<file path="src/rtl/result_unloader_pkg.sv">
// Shared types and helpers for the result unloader.
// Holds the FSM state encoding and byte-counter sizing.
package result_unloader_pkg;

  typedef enum logic [1:0] {
    S_IDLE,
    S_DRIVE,
    S_RELEASE
  } state_t;

  localparam int BYTE_W = 8;

  // Width of a counter that indexes n bytes; never below one bit.
  function automatic int cnt_width(input int n);
    if (n <= 2) return 1;
    return $clog2(n);
  endfunction

endpackage

</file>
<file path="src/rtl/result_unloader_bit_sync.sv">
// Multi-flop synchroniser for an asynchronous single-bit input.
// Stages only advance while the enable is high.
module bit_sync #(
  parameter int STAGES = 2
) (
  input  logic clk,
  input  logic rst,
  input  logic i_en,
  input  logic i_d,
  output logic o_q
);

  logic [STAGES-1:0] r_ff;

  // Shift the raw input through the flop chain.
  always_ff @(posedge clk) begin
    if (rst) begin
      r_ff <= '0;
    end else if (i_en) begin
      r_ff <= {r_ff[STAGES-2:0], i_d};
    end
  end

  assign o_q = r_ff[STAGES-1];

endmodule

</file>
<file path="src/rtl/result_unloader.sv">
// Streams a captured core result to the host a byte at a time.
// Optional ack timeout: define RESULT_UNLOADER_TIMEOUT_EN.
module result_unloader
  import result_unloader_pkg::*;
#(
  parameter int NUM_BYTES      = 4,
  parameter int MSB_FIRST      = 0,
  parameter int SYNC_STAGES    = 2,
  parameter int TIMEOUT_CYCLES = 1023
) (
  input  logic                        clk,
  input  logic                        rst,
  input  logic                        ena,
  input  logic [BYTE_W*NUM_BYTES-1:0] result,
  input  logic                        result_valid,
  output logic                        result_ready,
  input  logic                        host_ack,
  output logic [BYTE_W-1:0]           out_pins,
  output logic                        out_strobe,
  output logic                        busy
`ifdef RESULT_UNLOADER_TIMEOUT_EN
  ,
  output logic                        timeout_err
`endif
);

  localparam int RW = BYTE_W * NUM_BYTES;
  localparam int CW = cnt_width(NUM_BYTES);
  localparam logic [CW-1:0] LAST = CW'(NUM_BYTES - 1);

  state_t              r_state;
  state_t              w_state_n;
  logic [RW-1:0]       r_shift;
  logic [RW-1:0]       w_shift_n;
  logic [RW-1:0]       w_shifted;
  logic [CW-1:0]       r_cnt;
  logic [CW-1:0]       w_cnt_n;
  logic [BYTE_W-1:0]   r_pins;
  logic [BYTE_W-1:0]   w_pins_n;
  logic                r_strobe;
  logic                w_strobe_n;
  logic                w_ack_s;

  function automatic logic [BYTE_W-1:0] head(
    input logic [RW-1:0] v
  );
    if (MSB_FIRST != 0) return v[RW-1 -: BYTE_W];
    return v[BYTE_W-1:0];
  endfunction

  function automatic logic [RW-1:0] advance(
    input logic [RW-1:0] v
  );
    if (MSB_FIRST != 0) return v << BYTE_W;
    return v >> BYTE_W;
  endfunction

  bit_sync #(
    .STAGES (SYNC_STAGES)
  ) u_ack_sync (
    .clk  (clk),
    .rst  (rst),
    .i_en (ena),
    .i_d  (host_ack),
    .o_q  (w_ack_s)
  );

  assign w_shifted = advance(r_shift);

`ifdef RESULT_UNLOADER_TIMEOUT_EN
  localparam int TW = $clog2(TIMEOUT_CYCLES + 1);
  localparam logic [TW-1:0] WAIT_LAST = TW'(TIMEOUT_CYCLES - 1);

  logic [TW-1:0] r_wait;
  logic [TW-1:0] w_wait_n;
  logic          r_err;
  logic          w_err_n;
`endif

  // Next-state and next-output decode for the byte handshake.
  always_comb begin
    w_state_n  = r_state;
    w_shift_n  = r_shift;
    w_cnt_n    = r_cnt;
    w_pins_n   = r_pins;
    w_strobe_n = r_strobe;
`ifdef RESULT_UNLOADER_TIMEOUT_EN
    w_wait_n   = '0;
    w_err_n    = r_err;
`endif
    unique case (r_state)
      S_IDLE: begin
        w_strobe_n = 1'b0;
        if (result_valid) begin
          w_shift_n  = result;
          w_cnt_n    = '0;
          w_pins_n   = head(result);
          w_strobe_n = 1'b1;
          w_state_n  = S_DRIVE;
        end
      end
      S_DRIVE: begin
        if (w_ack_s) begin
          w_strobe_n = 1'b0;
          w_state_n  = S_RELEASE;
        end
      end
      S_RELEASE: begin
        if (!w_ack_s) begin
          if (r_cnt == LAST) begin
            w_state_n = S_IDLE;
          end else begin
            w_cnt_n    = r_cnt + 1'b1;
            w_shift_n  = w_shifted;
            w_pins_n   = head(w_shifted);
            w_strobe_n = 1'b1;
            w_state_n  = S_DRIVE;
          end
        end
      end
      default: begin
        w_strobe_n = 1'b0;
        w_state_n  = S_IDLE;
      end
    endcase
`ifdef RESULT_UNLOADER_TIMEOUT_EN
    // A state change restarts the wait; staying put counts up.
    if (r_state != S_IDLE && w_state_n == r_state) begin
      if (r_wait == WAIT_LAST) begin
        w_state_n  = S_IDLE;
        w_strobe_n = 1'b0;
        w_err_n    = 1'b1;
      end else begin
        w_wait_n = r_wait + 1'b1;
      end
    end
`endif
  end

  // State and datapath registers; ena low freezes everything.
  always_ff @(posedge clk) begin
    if (rst) begin
      r_state  <= S_IDLE;
      r_shift  <= '0;
      r_cnt    <= '0;
      r_pins   <= '0;
      r_strobe <= 1'b0;
    end else if (ena) begin
      r_state  <= w_state_n;
      r_shift  <= w_shift_n;
      r_cnt    <= w_cnt_n;
      r_pins   <= w_pins_n;
      r_strobe <= w_strobe_n;
    end
  end

`ifdef RESULT_UNLOADER_TIMEOUT_EN
  // Wait counter and sticky timeout flag.
  always_ff @(posedge clk) begin
    if (rst) begin
      r_wait <= '0;
      r_err  <= 1'b0;
    end else if (ena) begin
      r_wait <= w_wait_n;
      r_err  <= w_err_n;
    end
  end

  assign timeout_err = r_err;
`endif

  assign result_ready = (r_state == S_IDLE);
  assign busy         = (r_state != S_IDLE);
  assign out_pins     = r_pins;
  assign out_strobe   = r_strobe;

endmodule

</file>
<file path="config.mk">
export PLATFORM = sky130hd
export DESIGN_NAME = result_unloader
export DESIGN_NICKNAME = d
export VERILOG_FILES = /design/src/rtl/result_unloader_pkg.sv /design/src/rtl/result_unloader_bit_sync.sv /design/src/rtl/result_unloader.sv
export SDC_FILE = /design/constraint.sdc
export NUM_CORES = 1
export LEC_CHECK = 0
export CAP_MARGIN = 20
export CORE_ASPECT_RATIO = 2
export CORE_MARGIN = 8
export CORE_UTILIZATION = 47
export DETAILED_ROUTE_END_ITERATION = 6
export PLACE_DENSITY = 0.8
export SETUP_SLACK_MARGIN = 0.2
export SLEW_MARGIN = 20
export SYNTH_ARGS = -nofsm -noshare
export SYNTH_HDL_FRONTEND = slang
export SYNTH_HIERARCHICAL = 1
export SYNTH_SLANG_ARGS = --single-unit
</file>
<file path="constraint.sdc">
create_clock -name clk -period 2 [get_ports clk]
set_input_delay 0.4 -clock clk [delete_from_list [all_inputs] [get_ports clk]]
set_output_delay 0.4 -clock clk [all_outputs]
set_load 0.1 [all_outputs]
</file>
Yosys cells after proc, flatten, opt, wreduce, memory -nomap -nowiden:

Index checks and enable logic that the tools add are counted.

* reductions and logical operators: 6
* muxes and demuxes: 22
* $add $sub $neg: 1
* equal/unequal tests: 7

Operators with widths (number)
* 32-bit 2-to-1 mux: 3
* 32-bit one-hot mux with 2 select lines: 1
* 8-bit 2-to-1 mux: 3
* 8-bit one-hot mux with 2 select lines: 1
* 2-bit 2-to-1 mux: 6
* 4-bit AND reduction: 2
* 2-bit != test (second input constant): 3
* 2-bit one-hot mux with 3 select lines: 1
* 1-bit 2-to-1 mux: 5
* 5-bit AND reduction: 1
* 2-bit == test (second input constant): 2
* 2-bit one-hot mux with 2 select lines: 1
* 2-bit nonzero test: 2
* 1-bit one-hot mux with 3 select lines: 1
* 2-bit by 1-bit adder with 2-bit output (second input constant): 1
* 2-bit by 1-bit == test with 1-bit output (second input constant): 1
* 2-bit logical NOT: 1
* 2-bit by 1-bit != test with 1-bit output (second input constant): 1

* logic and storage cells: 42
* output and inout port bits: 11
* register bits: 47
* input bits: 37

Logic depth before layout (Yosys ltp):

Gate-level depths: netlist of the first run.

* depth after elaboration: 4
* gate-level depth with buffers: 7
* depth with buffers taken out: 5

Hierarchy:

The synthesis of the first run kept the hierarchy.

By module, submodules not included
* result_unloader: sequential area each 740.7 um2, cells an instance 180, instances 1, area an instance 1773.0 um2
* bit_sync: sequential area each 40.0 um2, cells an instance 6, instances 1, area an instance 67.6 um2

Least setup slack after synthesis of the first run:

No wires, ideal clock.

* path kind: register -> output
* start: register r_state[1]
* end: output port busy
* path slack: -1.036 ns
* arrival: 2.636 ns
* required time: 1.600 ns
* stages on the path, launching flop included: 4
* path through: dfxtp_1 -> buf_4 -> nor2_1 -> inv_1

* cells in the longest elaborated chain, start to end: 1

Ends and longest elaborated chain
* from (decl): line result_unloader.sv:31 `state_t r_state;`
* from (signal assigned): line result_unloader.sv:149 `r_state <= w_state_n;`
* 2-bit nonzero test: line result_unloader.sv:173 `assign busy = (r_state != S_IDLE);`
* to (decl): line result_unloader.sv:20 `output logic busy`

No other way between the ends.

Final worst setup path of the first run:

* start: register r_cnt[0]
* end: register r_shift[30]

* cells in the longest elaborated chain, start to end: 3

Ends and longest elaborated chain
* from (decl): line result_unloader.sv:36 `logic [CW-1:0] r_cnt;`
* from (signal assigned): line result_unloader.sv:151 `r_cnt <= w_cnt_n;`
* 2-bit == test: line result_unloader.sv:110 `if (r_cnt == LAST) begin`
* 2-bit != test (no line)
* 5-bit AND reduction (no line)
* to (signal assigned): line result_unloader.sv:150 `r_shift <= w_shift_n;`
* to (decl): line result_unloader.sv:33 `logic [RW-1:0] r_shift;`

No other way between the ends.
A chain may end at the register's enable or synchronous reset.

==> impl_metrics.tcl, run 1 <==
set metrics [dict create \
    dp_hpwl_um 2790 \
    ir_worst_vdd_mv 0.558 \
    slew_violations 0 \
    hold_path_class "reg -> reg" \
    grt_setup_unrepaired "true" \
    hold-path-endpoint "r_cnt[1]$_SDFFE_PP0P_" \
    totalWireLength_um 4400 \
    final_area_mm2 0.00250 \
    synth_cell_types 25 \
    finClkSkew_ns 0.00802 \
    netlist_instances 186 \
    rr_worst_depth 7 \
    grt_max_degree 59 \
    clockRootBuffer "clkbuf_8" \
    cts.sink_count 39 \
    clkTransAtPathRegs_ns 0.07 \
    slew_headroom_pct 40.7 \
    placed_area_mm2 0.00228 \
    vias 1465 \
    setup_viol_count_final 0 \
    ys.flop_type "dfxtp_1" \
    reg2reg_from "r_cnt[0]$_SDFFE_PP0P_" \
    grt_antenna_before_repair 0 \
    r2r_slack_ns 0.24 \
    layout-drive-gt1-share_pct 17.3 \
    htreeDepth 2 \
    nets 268 \
    areaGrowthSynthToFinish_pct 36.0 \
    ctsLongestPathBuffers 2 \
    postRouteAntennaNets 0 \
    portBuffers 47 \
    io_pins 48 \
    initial_utilization_pct 48.4 \
    required_ns 2.19 \
    fillCellCount 305 \
    power_switching_uw 675 \
    wl_per_cell_um 15.6 \
    tritoncts "built" \
    worstSetupPathType "reg -> reg" \
    routed_via_density 5.20 \
    grt_pass1_vias 1385 \
    drc 0 \
    async_flop_share_pct 0 \
    dieArea_mm2 0.00630 \
    syn_nets 224 \
    final_cell_mix "dfxtp_1, clkdlybuf4s50_1, nor2_1" \
    startpoint_type "flop" \
    numCtsBuffers 5 \
    avgSynthCellArea_um2 9.90 \
    num_antenna_cells 0 \
    path_max_fanout 7 \
    min_path_cells 2 \
    synth_edf_count 0 \
    maxCapViolations 0 \
    seqPwrFrac_pct 43.2 \
    clockPowerShare_pct 25.5 \
    final_common_cell "dfxtp_1" \
    core_mm2 0.00380 \
    synth-warning-count 6 \
    die_w_um 60.3 \
    hold_viol 0 \
    post-route-period-util_pct 87.8 \
    status "completed" \
    worstSkewPairLatency_ns 0.29 \
    rows 32 \
    gp_congestion 0.771 \
    tightest_slew_ns 0.889 \
    min-delay-start "r_cnt[1]$_SDFFE_PP0P_" \
    first_pass_iters 4 \
    leakage_uw 0.00115 \
    worstSetupEndpointType "flop" \
    ys_ff_latch 39 \
    power_density_mw_per_mm2 809 \
    syn_area_mm2 0.00184 \
    grt_pass1_wl_um 6220 \
    timing.fmax_mhz 570 \
    pwr-share-comb_pct 31.4 \
    finalSetupTns_ns 0 \
    switching_share_pct 33.3 \
    period_minus_slack_ns 1.76 \
    drtIter0Drc 27 \
    internal_power_uw 1350 \
    worstReg2RegEnd "r_shift[30]$_SDFFE_PP0P_" \
    ys_seq_area_share_pct 42.4 \
    crit_arrival_ns 1.94 \
    grt-ovfl-total 0 \
    die_y_um 105 \
    grt_usage_pct 12.6 \
]
-- kinds of logic after synthesis --
group,after synthesis,synth area share (%)
multiplexers,27,14.7
flip-flops,39,42.4
adder cells (fa/ha/maj),1,0.680
AO/OA/AOI/OAI,41,18.0
buffers and inverters,27,10.3
AND/OR/NAND/NOR,51,13.9
-- per-layer routing --
layer	track usage (%)	vias up	part of all wire, %
li1	-	751	-
met5	0	-	0
met2	20.9	36	52
met4	6.88	0	2.5
met1	13.4	671	41
met3	3.72	7	4.1
-- power groups by stage --
stage | clock, uW | combinational (uW) | sequential [uW]
finish | 516 | 636 | 875
global route | 565 | 670 | 884
CTS | 525 | 576 | 874
detailed placement | 0 | 575 | 892
global placement | 0 | 567 | 889
floorplan | 0 | 401 | 904
-- critical path: stages, from the launching register on --
cell       delay (ns)
dfxtp_1          0.33
ha_2             0.19
or3b_4           0.41
a21oi_4          0.17
buf_12           0.15
clkbuf_16        0.15
nor3b_1          0.05
a41o_1           0.19
-- final cells by class --
type                    count  area [um2]  area share (%)
multi-input cells         120         888            35.5
flip-flops and latches     39         781            31.2
repair buffers             61         674            26.9
clock buffers               6        72.6            2.90
well taps                  51        63.8            2.55
clock inverters             2        12.5           0.500
inverters                   3        11.3           0.450
-- sequential cells by signal, summed over array words and instances, names as in the netlist --
name and count:
r_state 2, out_strobe 1, r_cnt 2, r_shift 32, u_ack_sync/r_ff 2
-- per-stage QoR --
step	instances	hold WS, ns	util [%]	total power (uW)	setup slack (ns)
2_1_floorplan	186	0.449	-	1310	0.110
3_3_place_gp	267	0.457	59.9	1460	0.182
3_5_place_dp	267	0.468	59.9	1470	0.146
4_1_cts	275	0.478	62.2	1970	0.181
5_1_grt	282	0.521	65.8	2120	0.171
6_report	282	0.479	65.8	2030	0.244
-- timing repair --
item	in CTS	in global routing
setup buffers	0	2
hold buffers	0	0
setup endpoints to repair	8	29
resized for setup	0	4
cloned	0	5
pin swaps	0	2
-- Yosys cell counts (2+ instances only) --
cell | instances | area, um2
a211oi_1 | 22 | 165
a211oi_2 | 2 | 25.0
a21oi_1 | 4 | 20.0
a41o_1 | 8 | 80.1
buf_2 | 2 | 10.0
buf_4 | 11 | 82.6
buf_6 | 6 | 67.6
clkbuf_1 | 5 | 18.8
dfxtp_1 | 39 | 781
inv_1 | 2 | 7.51
mux2i_1 | 27 | 270
nand2b_1 | 4 | 25.0
nand4b_1 | 2 | 17.5
nor2_1 | 32 | 120
nor3b_1 | 9 | 67.6
o21ai_0 | 2 | 10.0
-- worst max path at each step --
stage	start	endpoint	slack, ns	cells past startpoint
floorplan	r_state[1]$_SDFFE_PP0P_	busy	0.11	3
global placement	ena	r_shift[25]$_SDFFE_PP0P_	0.18	6
detailed placement	rst	r_state[0]$_SDFFE_PP0P_	0.15	4
CTS	r_cnt[0]$_SDFFE_PP0P_	r_shift[30]$_SDFFE_PP0P_	0.18	6
global route	r_cnt[0]$_SDFFE_PP0P_	r_shift[11]$_SDFFE_PP0P_	0.17	7
finish	r_cnt[0]$_SDFFE_PP0P_	r_shift[30]$_SDFFE_PP0P_	0.24	7
(Power assumes the default switching activity.)
==> inputs of run 2 (changes only) <==
- PLACE_DENSITY: 0.8 -> 0.79
==> impl_metrics.tcl, run 2 (synthesis results as in run 1) <==
set metrics [dict create \
    power_density_mw_per_mm2 903 \
    leakage_uw 0.00115 \
    first_pass_iters 4 \
    ir_worst_vdd_mv 0.699 \
    final_common_cell "dfxtp_1" \
    routed_via_density 5.30 \
    wl_per_cell_um 15.7 \
    dp.cells 266 \
    initial_utilization_pct 48.4 \
    layout-drive-gt1-share_pct 16.7 \
    grt_antenna_before_repair 0 \
    setup_viol_count_final 0 \
    multi_input_area_um2 901 \
    finalSetupTns_ns 0 \
    grt_max_degree 55 \
    largest_reg_flops 32 \
    postRouteAntennaNets 0 \
    p_total_uw 2270 \
    ctsLongestPathBuffers 2 \
    gp_congestion 0.763 \
    die_y_um 105 \
    drc 0 \
    clkTransAtPathRegs_ns 0.08 \
    areaGrowthSynthToFinish_pct 36.6 \
    slew_violations 0 \
    dieArea_mm2 0.00630 \
    grt_setup_unrepaired "true" \
    timing.fmax_mhz 524 \
    worstSetupPathType "reg -> reg" \
    post-route-period-util_pct 95.5 \
    finClkSkew_ns 0.0117 \
    tightest_slew_ns 0.540 \
    final_cell_mix "dfxtp_1, clkdlybuf4s50_1, nor2_1" \
    htreeDepth 2 \
    cts.sink_count 39 \
    final_area_mm2 0.00251 \
    worstSetupEndpointType "flop" \
    crit_arrival_ns 2.11 \
    top_register "r_shift" \
    period_minus_slack_ns 1.91 \
    tritoncts "built" \
    worstSkewPairLatency_ns 0.30 \
    numCtsBuffers 5 \
    grt-ovfl-total 0 \
    grt_usage_pct 12.2 \
    hold_viol 0 \
    status "completed" \
    portBuffers 47 \
    holdBufCountCts 0 \
    num_antenna_cells 0 \
    rows 32 \
    vias 1479 \
    clockRootBuffer "clkbuf_8" \
    startpoint_type "flop" \
    slew_headroom_pct 64.0 \
    cp-startpoint "r_cnt[0]$_SDFFE_PP0P_" \
    dp_hpwl_um 2620 \
    min-delay-start "r_shift[15]$_SDFFE_PP0P_" \
    path_max_fanout 13 \
    totalWireLength_um 4390 \
    fillCellCount 313 \
    reg2reg_from "r_cnt[0]$_SDFFE_PP0P_" \
    nets 265 \
    seqCellArea_um2 782 \
    grt_pass1_vias 1349 \
    die_w_um 60.3 \
    drtIter0Drc 42 \
    instances_no_fill 279 \
    grt_pass1_wl_um 6030 \
    required_ns 2.20 \
    hold_path_class "reg -> reg" \
    placed_area_mm2 0.00226 \
    core_mm2 0.00380 \
    io_pins 48 \
    maxCapViolations 0 \
]
[run 2: cell types whose count changed in the layout (fill, tap and decap cells not counted), sizes merged]
cell      before  now
buf           22   19
bufinv         0    2
clkinv         2    1
clkinvlp       1    0
[run 2: final cells by class]
type	count	share of cell area, %
Clock buffer	6	2.89
Clock inverter	2	2.39
Inverter	3	0.448
Multi-Input combinational cell	120	35.8
Sequential cell	39	31.1
Tap cell	51	2.54
Timing Repair Buffer	58	24.8
[run 2: report_power, final]
group	switching, uW	leakage (uW)	internal [uW]
sequential	43.3	0.000320	842
combinational	355	0.000765	246
clock	285	0.0000654	499
[run 2: worst paths after layout]
kind / slack (ns) / to / cells past startpoint
worst max-delay path: 0.09 / r_shift[10]$_SDFFE_PP0P_ / 6
worst min-delay path: 0.50 / r_shift[15]$_SDFFE_PP0P_ / 2
worst max register to register: 0.09 / r_shift[10]$_SDFFE_PP0P_ / 6
worst min register to register: 0.50 / r_shift[15]$_SDFFE_PP0P_ / 2
[run 2: layer usage]
layer  global-route usage [%]  vias up  wire length, um
met1                     12.5      684             1700
met5                        0        -                0
li1                         -      752                -
met2                     21.0       38             2390
met4                     5.68        0               74
met3                     3.72        5              222
[run 2: through the flow]
step                      hold WS [ns]  utilization [%]  setup WS (ns)
after floorplan                  0.449                -          0.110
after global placement           0.459             59.4          0.191
after detailed placement         0.468             59.4          0.136
after CTS                        0.481             63.0          0.201
after global routing             0.529             66.1         0.0545
final                            0.499             66.1         0.0910
[run 2: worst max-delay path, cell delays in order, from the launching register on]
cell and delay [ns]:
dfxtp_2 0.35, ha_4 0.16, or3b_4 0.38, a21oi_4 0.36
clkbuf_16 0.24, nor2_1 0.06, a211oi_1 0.26
[run 2: repair_timing]
action,in CTS,in global routing
buffers inserted,0,1
pin swaps,0,2
resized for setup,1,6
gates cloned,0,4
setup endpoints to repair,10,20
==> inputs of run 3 (changes only) <==
- CTS_CLUSTER_SIZE: not set -> 10
==> results of run 3 <==
Same layout as run 2: the final DEF is identical, and so are final timing and power.
